--- src/rtl/lap_stopwatch_pkg.sv ---
// lap_stopwatch_pkg: state encoding, default parameters and occupancy-width helper.
package lap_stopwatch_pkg;
  typedef enum logic [1:0] {IDLE, RUN, PAUSED, DONE} sw_state_e;
  localparam int DEF_CNT_W = 32;
  localparam int DEF_TICKS_PER_UNIT = 1;
  localparam int DEF_LAP_DEPTH = 4;
  function automatic int occ_w(input int depth);
    return $clog2(depth) + 1;
  endfunction
endpackage

--- src/rtl/lap_stopwatch_if.sv ---
// lap_stopwatch_if: control, preset and lap readout signals of the stopwatch.
interface lap_stopwatch_if
  import lap_stopwatch_pkg::*;
#(
  parameter int CNT_W = DEF_CNT_W,
  parameter int LAP_DEPTH = DEF_LAP_DEPTH
);
  logic start;
  logic pause;
  logic restart;
  logic down_mode;
  logic load;
  logic [CNT_W-1:0] preset;
  logic lap;
  logic lap_rd;
  logic [CNT_W-1:0] count;
  logic running;
  logic expired;
  logic [CNT_W-1:0] lap_data;
  logic lap_valid;
  logic [occ_w(LAP_DEPTH)-1:0] lap_count;
  logic lap_overflow;
  modport master (
    output start, pause, restart, down_mode, load, preset, lap, lap_rd,
    input count, running, expired, lap_data, lap_valid, lap_count, lap_overflow
  );
  modport slave (
    input start, pause, restart, down_mode, load, preset, lap, lap_rd,
    output count, running, expired, lap_data, lap_valid, lap_count, lap_overflow
  );
endinterface

--- src/rtl/lap_stopwatch_fifo.sv ---
// lap_fifo: synchronous show-ahead FIFO; a push into a full FIFO is dropped unless a pop frees the slot.
module lap_fifo
  import lap_stopwatch_pkg::*;
#(
  parameter int WIDTH = DEF_CNT_W,
  parameter int DEPTH = DEF_LAP_DEPTH,
  localparam int AW = $clog2(DEPTH),
  localparam int CW = occ_w(DEPTH)
) (
  input  logic clk,
  input  logic clr,
  input  logic push,
  input  logic pop,
  input  logic [WIDTH-1:0] din,
  output logic [WIDTH-1:0] data,
  output logic valid,
  output logic [CW-1:0] count,
  output logic full
);
  logic [WIDTH-1:0] mem [DEPTH];
  logic [AW-1:0] rd, wr;
  logic do_push, do_pop;
  assign full = count == CW'(DEPTH);
  assign valid = count != '0;
  assign do_pop = pop && valid;
  assign do_push = push && (!full || pop);
  assign data = valid ? mem[rd] : '0;
  always_ff @(posedge clk)
    if (do_push && !clr) mem[wr] <= din;
  always_ff @(posedge clk) begin
    if (clr) begin
      rd <= '0;
      wr <= '0;
      count <= '0;
    end else begin
      if (do_push) wr <= wr + 1'b1;
      if (do_pop) rd <= rd + 1'b1;
      count <= count + CW'(do_push) - CW'(do_pop);
    end
  end
endmodule

--- src/rtl/lap_stopwatch.sv ---
// lap_stopwatch: prescaled up/down stopwatch with lap FIFO.
// Define LAP_SPLIT_DELTA_EN to store splits between accepted laps instead of absolute counts.
module lap_stopwatch
  import lap_stopwatch_pkg::*;
#(
  parameter int CNT_W = DEF_CNT_W,
  parameter int TICKS_PER_UNIT = DEF_TICKS_PER_UNIT,
  parameter int LAP_DEPTH = DEF_LAP_DEPTH
) (
  input logic clk,
  input logic r,
  lap_stopwatch_if.slave sw
);
  localparam int PW = TICKS_PER_UNIT > 1 ? $clog2(TICKS_PER_UNIT) : 1;
  sw_state_e state;
  logic [CNT_W-1:0] cnt, lap_val;
  logic [PW-1:0] pre;
  logic dir, running, expired, overflow, full, wrap, push, clr;
  assign wrap = pre == PW'(TICKS_PER_UNIT - 1);
  assign clr = r || sw.restart;
  assign push = sw.lap && state != IDLE;
  always_ff @(posedge clk) begin
    if (clr) begin
      state <= IDLE;
      cnt <= '0;
      pre <= '0;
      running <= 1'b0;
      expired <= 1'b0;
      if (r) dir <= 1'b0;
    end else if (sw.load) begin
      state <= IDLE;
      cnt <= sw.preset;
      pre <= '0;
      dir <= sw.down_mode;
      running <= 1'b0;
      expired <= 1'b0;
    end else begin
      expired <= 1'b0;
      if (state == RUN && sw.pause) begin
        state <= PAUSED;
        running <= 1'b0;
      end else if ((state == IDLE || state == PAUSED) && sw.start && !sw.pause) begin
        state <= RUN;
        running <= 1'b1;
      end else if (state == RUN) begin
        pre <= wrap ? '0 : pre + 1'b1;
        if (wrap) begin
          if (!dir) cnt <= cnt + 1'b1;
          else if (cnt > CNT_W'(1)) cnt <= cnt - 1'b1;
          else begin
            // a zero preset also lands here, so it expires on the first wrap
            cnt <= '0;
            expired <= 1'b1;
            state <= DONE;
            running <= 1'b0;
          end
        end
      end
    end
  end
  always_ff @(posedge clk)
    if (clr) overflow <= 1'b0;
    else if (push && full && !sw.lap_rd) overflow <= 1'b1;
`ifdef LAP_SPLIT_DELTA_EN
  logic [CNT_W-1:0] prev;
  assign lap_val = dir ? prev - cnt : cnt - prev;
  always_ff @(posedge clk)
    if (clr) prev <= '0;
    else if (sw.load) prev <= sw.preset;
    else if (push && (!full || sw.lap_rd)) prev <= cnt;
`else
  assign lap_val = cnt;
`endif
  lap_fifo #(.WIDTH(CNT_W), .DEPTH(LAP_DEPTH)) u_fifo (
    .clk(clk),
    .clr(clr),
    .push(push),
    .pop(sw.lap_rd),
    .din(lap_val),
    .data(sw.lap_data),
    .valid(sw.lap_valid),
    .count(sw.lap_count),
    .full(full)
  );
  assign sw.count = cnt;
  assign sw.running = running;
  assign sw.expired = expired;
  assign sw.lap_overflow = overflow;
endmodule

--- src/flat_wrapper.sv ---
// flat-port wrapper written by rule: the top's interface ports become plain ports
module lap_stopwatch_flat import lap_stopwatch_pkg::*;
#(
  parameter int CNT_W = DEF_CNT_W,
  parameter int TICKS_PER_UNIT = DEF_TICKS_PER_UNIT,
  parameter int LAP_DEPTH = DEF_LAP_DEPTH
)
  (clk, r, sw_start, sw_pause, sw_restart, sw_down_mode, sw_load, sw_preset, sw_lap, sw_lap_rd, sw_count, sw_running, sw_expired, sw_lap_data, sw_lap_valid, sw_lap_count, sw_lap_overflow);
  lap_stopwatch_if #(.CNT_W(CNT_W), .LAP_DEPTH(LAP_DEPTH)) sw_i ();
  input logic clk;
  input logic r;
  input wire logic [$bits(sw_i.start)-1:0] sw_start;
  input wire logic [$bits(sw_i.pause)-1:0] sw_pause;
  input wire logic [$bits(sw_i.restart)-1:0] sw_restart;
  input wire logic [$bits(sw_i.down_mode)-1:0] sw_down_mode;
  input wire logic [$bits(sw_i.load)-1:0] sw_load;
  input wire logic [$bits(sw_i.preset)-1:0] sw_preset;
  input wire logic [$bits(sw_i.lap)-1:0] sw_lap;
  input wire logic [$bits(sw_i.lap_rd)-1:0] sw_lap_rd;
  output wire logic [$bits(sw_i.count)-1:0] sw_count;
  output wire logic [$bits(sw_i.running)-1:0] sw_running;
  output wire logic [$bits(sw_i.expired)-1:0] sw_expired;
  output wire logic [$bits(sw_i.lap_data)-1:0] sw_lap_data;
  output wire logic [$bits(sw_i.lap_valid)-1:0] sw_lap_valid;
  output wire logic [$bits(sw_i.lap_count)-1:0] sw_lap_count;
  output wire logic [$bits(sw_i.lap_overflow)-1:0] sw_lap_overflow;
  assign sw_i.start = sw_start;
  assign sw_i.pause = sw_pause;
  assign sw_i.restart = sw_restart;
  assign sw_i.down_mode = sw_down_mode;
  assign sw_i.load = sw_load;
  assign sw_i.preset = sw_preset;
  assign sw_i.lap = sw_lap;
  assign sw_i.lap_rd = sw_lap_rd;
  assign sw_count = sw_i.count;
  assign sw_running = sw_i.running;
  assign sw_expired = sw_i.expired;
  assign sw_lap_data = sw_i.lap_data;
  assign sw_lap_valid = sw_i.lap_valid;
  assign sw_lap_count = sw_i.lap_count;
  assign sw_lap_overflow = sw_i.lap_overflow;
  lap_stopwatch #(.CNT_W(CNT_W), .TICKS_PER_UNIT(TICKS_PER_UNIT), .LAP_DEPTH(LAP_DEPTH)) u_core (.clk(clk), .r(r), .sw(sw_i));
endmodule
--- config.mk ---
export PLATFORM = sky130hd
export DESIGN_NAME = lap_stopwatch_flat
export DESIGN_NICKNAME = d
export VERILOG_FILES = /design/src/rtl/lap_stopwatch_pkg.sv /design/src/rtl/lap_stopwatch_if.sv /design/src/rtl/lap_stopwatch_fifo.sv /design/src/rtl/lap_stopwatch.sv /design/src/flat_wrapper.sv
export SDC_FILE = /design/constraint.sdc
export NUM_CORES = 1
export LEC_CHECK = 0
export ABC_AREA = 1
export ABC_CLOCK_PERIOD_IN_PS = 4300
export CAP_MARGIN = 20
export CORE_MARGIN = 3
export CORE_UTILIZATION = 50
export CTS_BUF_LIST = sky130_fd_sc_hd__clkbuf_4 sky130_fd_sc_hd__clkbuf_8 sky130_fd_sc_hd__clkbuf_16
export DETAILED_ROUTE_END_ITERATION = 6
export PLACE_DENSITY = 0.73
export SYNTH_ARGS = -nofsm -noshare
export SYNTH_HDL_FRONTEND = slang
export SYNTH_SLANG_ARGS = --single-unit
--- constraint.sdc ---
create_clock -name clk -period 4.3 [get_ports clk]
set_clock_uncertainty 0.15 [all_clocks]
set_input_delay 1.075 -clock clk [delete_from_list [all_inputs] [get_ports clk]]
set_output_delay 1.075 -clock clk [all_outputs]
set_load 0.1 [all_outputs]
* Word level (Yosys, flattened, before mapping)
Memory sizes are Yosys's and may differ from the RTL's. A register that Yosys moved wholly into a read port is not among the register bits.
Cells that the tools add are included.
** Storage, ports and cells
- Register bits after elaboration :: 46
- RAM bits :: 128
- Input port bits :: 41
- Output and inout bits :: 71
- Word-level logic and storage cells :: 96
- Memories :: 1
** Cells by class
- $add $sub $neg :: 7
- $lt $le $gt $ge :: 1
- Equal/unequal tests :: 11
- Muxes and demuxes :: 28
- Bitwise operators :: 4
- Reduce and logical (&&, ||, !) cells :: 33
** Memories
- u_core.u_fifo.mem :: depth 4, width 32, rd ports 1, clocked after Yosys merged registers in 1, wr ports 1, RTL line lap_stopwatch_fifo.sv:20 : logic [WIDTH-1:0] mem [DEPTH];
** Operator list (number)
- two-way mux 32 bit :: 8
- adder 32 x 1 -> 32 bit, second input constant :: 1
- > comparator 32 x 1 -> 1 bit, second input constant :: 1
- subtractor 32 x 1 -> 32 bit, second input constant :: 1
- two-way mux 2 bit :: 8
- two-way mux 1 bit :: 12
- AND reduction 4 bit :: 3
- != test 2 bit, second input constant :: 5
- nonzero test 2 bit :: 5
- logical AND 1 bit :: 9
- nonzero test 3 bit :: 3
- OR reduction 7 bit :: 1
- adder 2 x 1 -> 2 bit, second input constant :: 2
- logical NOT 1 bit :: 4
- inverter 1 bit :: 4
- adder 3 x 1 -> 3 bit :: 1
- equality test 3 bit, second input constant :: 1
- logical OR 1 bit :: 3
- != test 3 x 1 -> 1 bit, second input constant :: 1
- != test 3 bit, second input constant :: 1
- AND reduction 3 bit :: 1
- OR reduction 3 bit :: 1
- subtractor 3 x 1 -> 3 bit :: 1
- equality test 2 x 1 -> 1 bit, second input constant :: 1
- other kinds (6) :: 6

* Depth between registers and ports, before layout
- Word-level depth :: 8
- Mapped depth :: 14
- Gate-level depth less buffers :: 14

* By module
From an unflattened synthesis, not the netlist that was laid out.
** Unflattened totals
- Cell total of the unflattened synthesis :: 1194
- Area total of the unflattened synthesis :: 9471.6 um^2
** Modules (own cells, without submodules)
- lap_fifo :: instances 1, cells each 450, area an instance 5462.7 um^2, sequential area each 4023.9 um^2
- lap_stopwatch :: instances 1, cells each 744, area an instance 4008.8 um^2, sequential area each 770.7 um^2

* Worst setup path before layout
No wires, ideal clock.
- Path type :: register to output
- From :: reg u_core.u_fifo.count[1]
- To :: out sw_lap_data[22]
- Arrival time :: 2.944 ns
- Data required time :: 3.075 ns
- Setup slack :: 0.131 ns
- Cell stages (with the launch flop) :: 4
- Path buffers :: 1
- Cell sequence :: dfxtp_1 nor3_2 clkbuf_1 a21oi_1
** On the way
- Longest elaborated chain between the ends :: 2
** Ends and longest elaborated chain
- start, declared :: RTL line lap_stopwatch_fifo.sv:17 : output logic [CW-1:0] count,
- start signal, assigned :: RTL line lap_stopwatch_fifo.sv:38 : count <= count + CW'(do_push) - CW'(do_pop);
- nonzero test 3 bit :: RTL line lap_stopwatch_fifo.sv:24 : assign valid = count != '0;
- two-way mux 32 bit :: RTL line lap_stopwatch_fifo.sv:27 : assign data = valid ? mem[rd] : '0;
- end, declared :: RTL line flat_wrapper.sv:23 : output wire logic [$bits(sw_i.lap_data)-1:0] sw_lap_data;
Every way passes these cells.

==> impl_summary.md <==
Outcome
The run finished with clean final reports.

Timing
Setup violations remaining at the end of the flow were counted as 0. Of the available clock period, the critical path in the final layout requires 87.08%. The actual slew at the worst max-slew pin is 1.000 ns. The number of hold violations in the final report is 0. The max-slew violation total from the final report is 0. For the finished layout, the period the worst path requires is 3.744 ns.

The worst hold slack across all endpoints is 0.3172 ns. For the final routed database, the setup TNS stands at 0 ns. In this run the tightest slew margin relative to its limit is 33.12%. The minimum setup slack in the final design is 0.5555 ns. Setup repair after global routing left no endpoint under its margin. The highest attainable clock frequency is 267.1 MHz.

Clock network
The buffer cell driving the clock tree root is sky130_fd_sc_hd__clkbuf_16. After clock tree synthesis, the setup repair step added 0 buffers. The number of clock buffers added by TritonCTS is 17. The quantity of gates resized following cts is 0. In this run the number of H-tree levels came out at 4. Buffers inserted to repair hold after CTS numbered 0.

For this design, the sink count on the clock tree is 175. The TritonCTS clock tree is done. The buffer levels on the longest clock path is 2. The worst-skew pair later-pin latency is about 0.43 ns.

After clock tree synthesis, the clock-pin slew on the worst setup and hold paths is 0.06 ns.

Worst setup path
The data arrival time at the worst-slack endpoint is 2.52 ns. The kind of capture point of the worst setup path is an output pin. The critical path's slowest cell is sky130_fd_sc_hd__clkinv_1. The kind of cell adding the most delay to the critical path is buffers and inverters.

The critical setup path kind is reg -> out. The longest individual stage delay on the worst path is 0.72 ns. Walking the worst path, the cells encountered are clkinv_1 > buf_4 > o21ai_0 > a21oi_1 > buf_12.

Data on the critical path is required at its endpoint by a little over 3 ns. STA classifies the critical path startpoint as a flip-flop. Along the worst path, the maximum fanout reaches 38. Counting both buffers and inverters, the worst setup path holds a total of 3.

Final layout
The signed area change from the synthesized netlist to the final layout is 21.69%. The top cell types in the final layout, fill and taps aside, are sky130_fd_sc_hd__nor2_1, sky130_fd_sc_hd__nand2_1, sky130_fd_sc_hd__edfxtp_1. The post-route netlist has 15.96% of its cells at a drive strength greater than 1. At the end of the flow, the number of nets in the layout was 1291. The number of standard cells in the final layout excluding fillers is 1482. The repair_antennas step left the layout with diodes totalling 0. The final cell utilization of the core is about 63%. The library cell used most frequently in the layout, excluding fill and tap cells, is sky130_fd_sc_hd__nor2_1.

Global route
The global routing usage summed across all routing layers is a little under a quarter. The first global-routing pass estimated 38.72 mm of wire. The met3 layer usage reported by global route is 4.067%. The number of antenna violations at the first check in global routing was 0. The layer carrying the most global-route usage is met2. The total overflow reported by the global router is 0. In the global route stage, met2 resource usage came out at 38.84%. The largest net degree at the start of global routing is 65.

The via count of the first global-routing pass is 7594. The met1 demand-to-capacity share in global routing is 31.91%.

Placement
At the end of routability-driven placement, the weighted congestion stood at 0.9654. The number of placed instances, taps included, is between 1k and 1.5k. The count of buffers from port buffering is about 110. The HPWL after detailed placement is 16.42 mm. The worst slack at placement is 0.8984 ns.

Logic synthesis
The number of distinct library cells after synthesis is 44. In this run, synthesis produced a sequential element count of 175. Yosys printed 0 warnings. The post-synthesis net count is 1201.

The mapped cell area is 0.009580 sq mm. Each instance of the synthesized netlist takes up on average 8.331 sq um. The sequential area share after synthesis is 50.05%.

The gate count of the mapped netlist is roughly 1.2k.

Die
In this run the core area contains 49 standard-cell rows. The core area is 0.01839 sq mm. Measured along the x axis, the die boundary spans 144.4 um.

The number of primary I/O pins is 112. The die covers 0.02086 sq mm. For this configuration, the core starts out at a cell density of 52.09%.

The height of the die is 144.4 um.

Routing
The first detailed-routing pass ran for 5 iterations. In the routed design, unresolved DRC markers number 0. Detailed routing inserted a total of 8099 vias. The antenna violation net count after detailed routing is 0. The DRC marker count from the first detailed-route iteration is 736.

After detailed routing, the total wire length is about 24 mm. After detailed routing, the average wire length per cell comes to roughly 17 um. The via count normalized by instance count is around 5.5.

Pwr
In this run the power density over the cells is 338.8 mW/mm^2. The static leakage is 4.444 nW. The worst-case IR drop observed on VDD is 0.0002593 V.

Run
Across the run, the number of max-cap violations was 0.

Hold path
The worst hold path belongs to the class reg -> reg.
## final timing paths
| check | from | to | slack (ns) | cells after the start |
|---|---|---|---|---|
| max | flip-flop | sw_lap_data[20] | 0.56 | 5 |
| min | u_core.u_fifo.rd[1] | u_core.u_fifo.rd[1] | 0.32 | 2 |
| max reg2reg | u_core.sw.count[1] | u_core.sw.count[19] | 1.48 | 12 |
| min reg2reg | u_core.u_fifo.rd[1] | u_core.u_fifo.rd[1] | 0.32 | 2 |
## power by group
part,leakage [nW],switching [mW],internal [mW],total (mW)
logic,2.66,0.413,0.202,0.616
clock network,0.276,0.703,0.769,1.47
registers,1.50,0.0453,1.82,1.86
total,4.44,1.16,2.79,3.95
## stage by stage
stage / power (mW) / area (sq um)
2_1_floorplan: 2.344 / 9580
3_3_place_gp: 2.503 / 11060
3_5_place_dp: 2.511 / 11060
4_1_cts: 3.965 / 11630
5_1_grt: 4.082 / 11660
6_report: 3.950 / 11660
## sequential cells by signal, indices dropped and copies added, names as in the netlist, named ones only
name and count:
u_core.dir 1, u_core.state 2, u_core.u_fifo.mem 128, u_core.u_fifo.wr 2, u_core.u_fifo.count 3, u_core.sw.lap_overflow 1
u_core.sw.count 32, u_core.sw.expired 1, u_core.sw.running 1, u_core.u_fifo.rd 2
## metal layers
layer,routed length (um),vias up
li1,-,3958
met1,10290,3765
met2,11900,330
met3,1692,46
met4,579,0
met5,0,-
## area by class of cell
class / count / area (sq um)
Clock buffer: 17 / 425.4
Inverter: 68 / 255.2
Timing Repair Buffer: 136 / 1582
Fill cell: 1550 / 6734
Tap cell: 229 / 286.5
Sequential cell: 175 / 4796
Multi-Input combinational cell: 842 / 4172
Clock inverter: 15 / 142.6
## kinds of logic after synthesis
group                    share of synthesized area [%]
XOR/XNOR                                         3.017
buffers and inverters                            6.582
AND/OR/NAND/NOR                                  28.73
adder cells (fa/ha/maj)                          1.384
AO/OA/AOI/OAI                                    10.24
flip-flops                                       50.05
## tightest hold or removal path: stages, from the launching register on
cell and delay (ns):
sky130_fd_sc_hd__dfxtp_1 0.30, sky130_fd_sc_hd__inv_1 0.05, sky130_fd_sc_hd__a21oi_1 0.07
## synthesized netlist by cell type, drive strengths merged
cell | instances | area, sq um
a211oi | 1 | 7.510
a21oi | 83 | 456.7
a31oi | 3 | 18.77
and2 | 2 | 12.52
buf | 37 | 270.3
clkbuf | 28 | 105.1
clkinv | 3 | 11.26
dfxtp | 46 | 920.9
edfxtp | 129 | 3874
fa | 1 | 20.02
ha | 9 | 112.6
inv | 65 | 244.0
nand2 | 230 | 924.6
nand3 | 59 | 362.9
nand3b | 2 | 15.01
nand4 | 8 | 50.05
nor2 | 308 | 1344
nor3 | 3 | 25.02
nor4 | 1 | 6.260
o211ai | 1 | 7.510
o21ai | 93 | 469.2
o21bai | 2 | 15.01
o22ai | 1 | 6.260
or2 | 2 | 12.51
xnor2 | 6 | 52.55
xor2 | 27 | 236.5
Power figures use the tool's default switching activity.
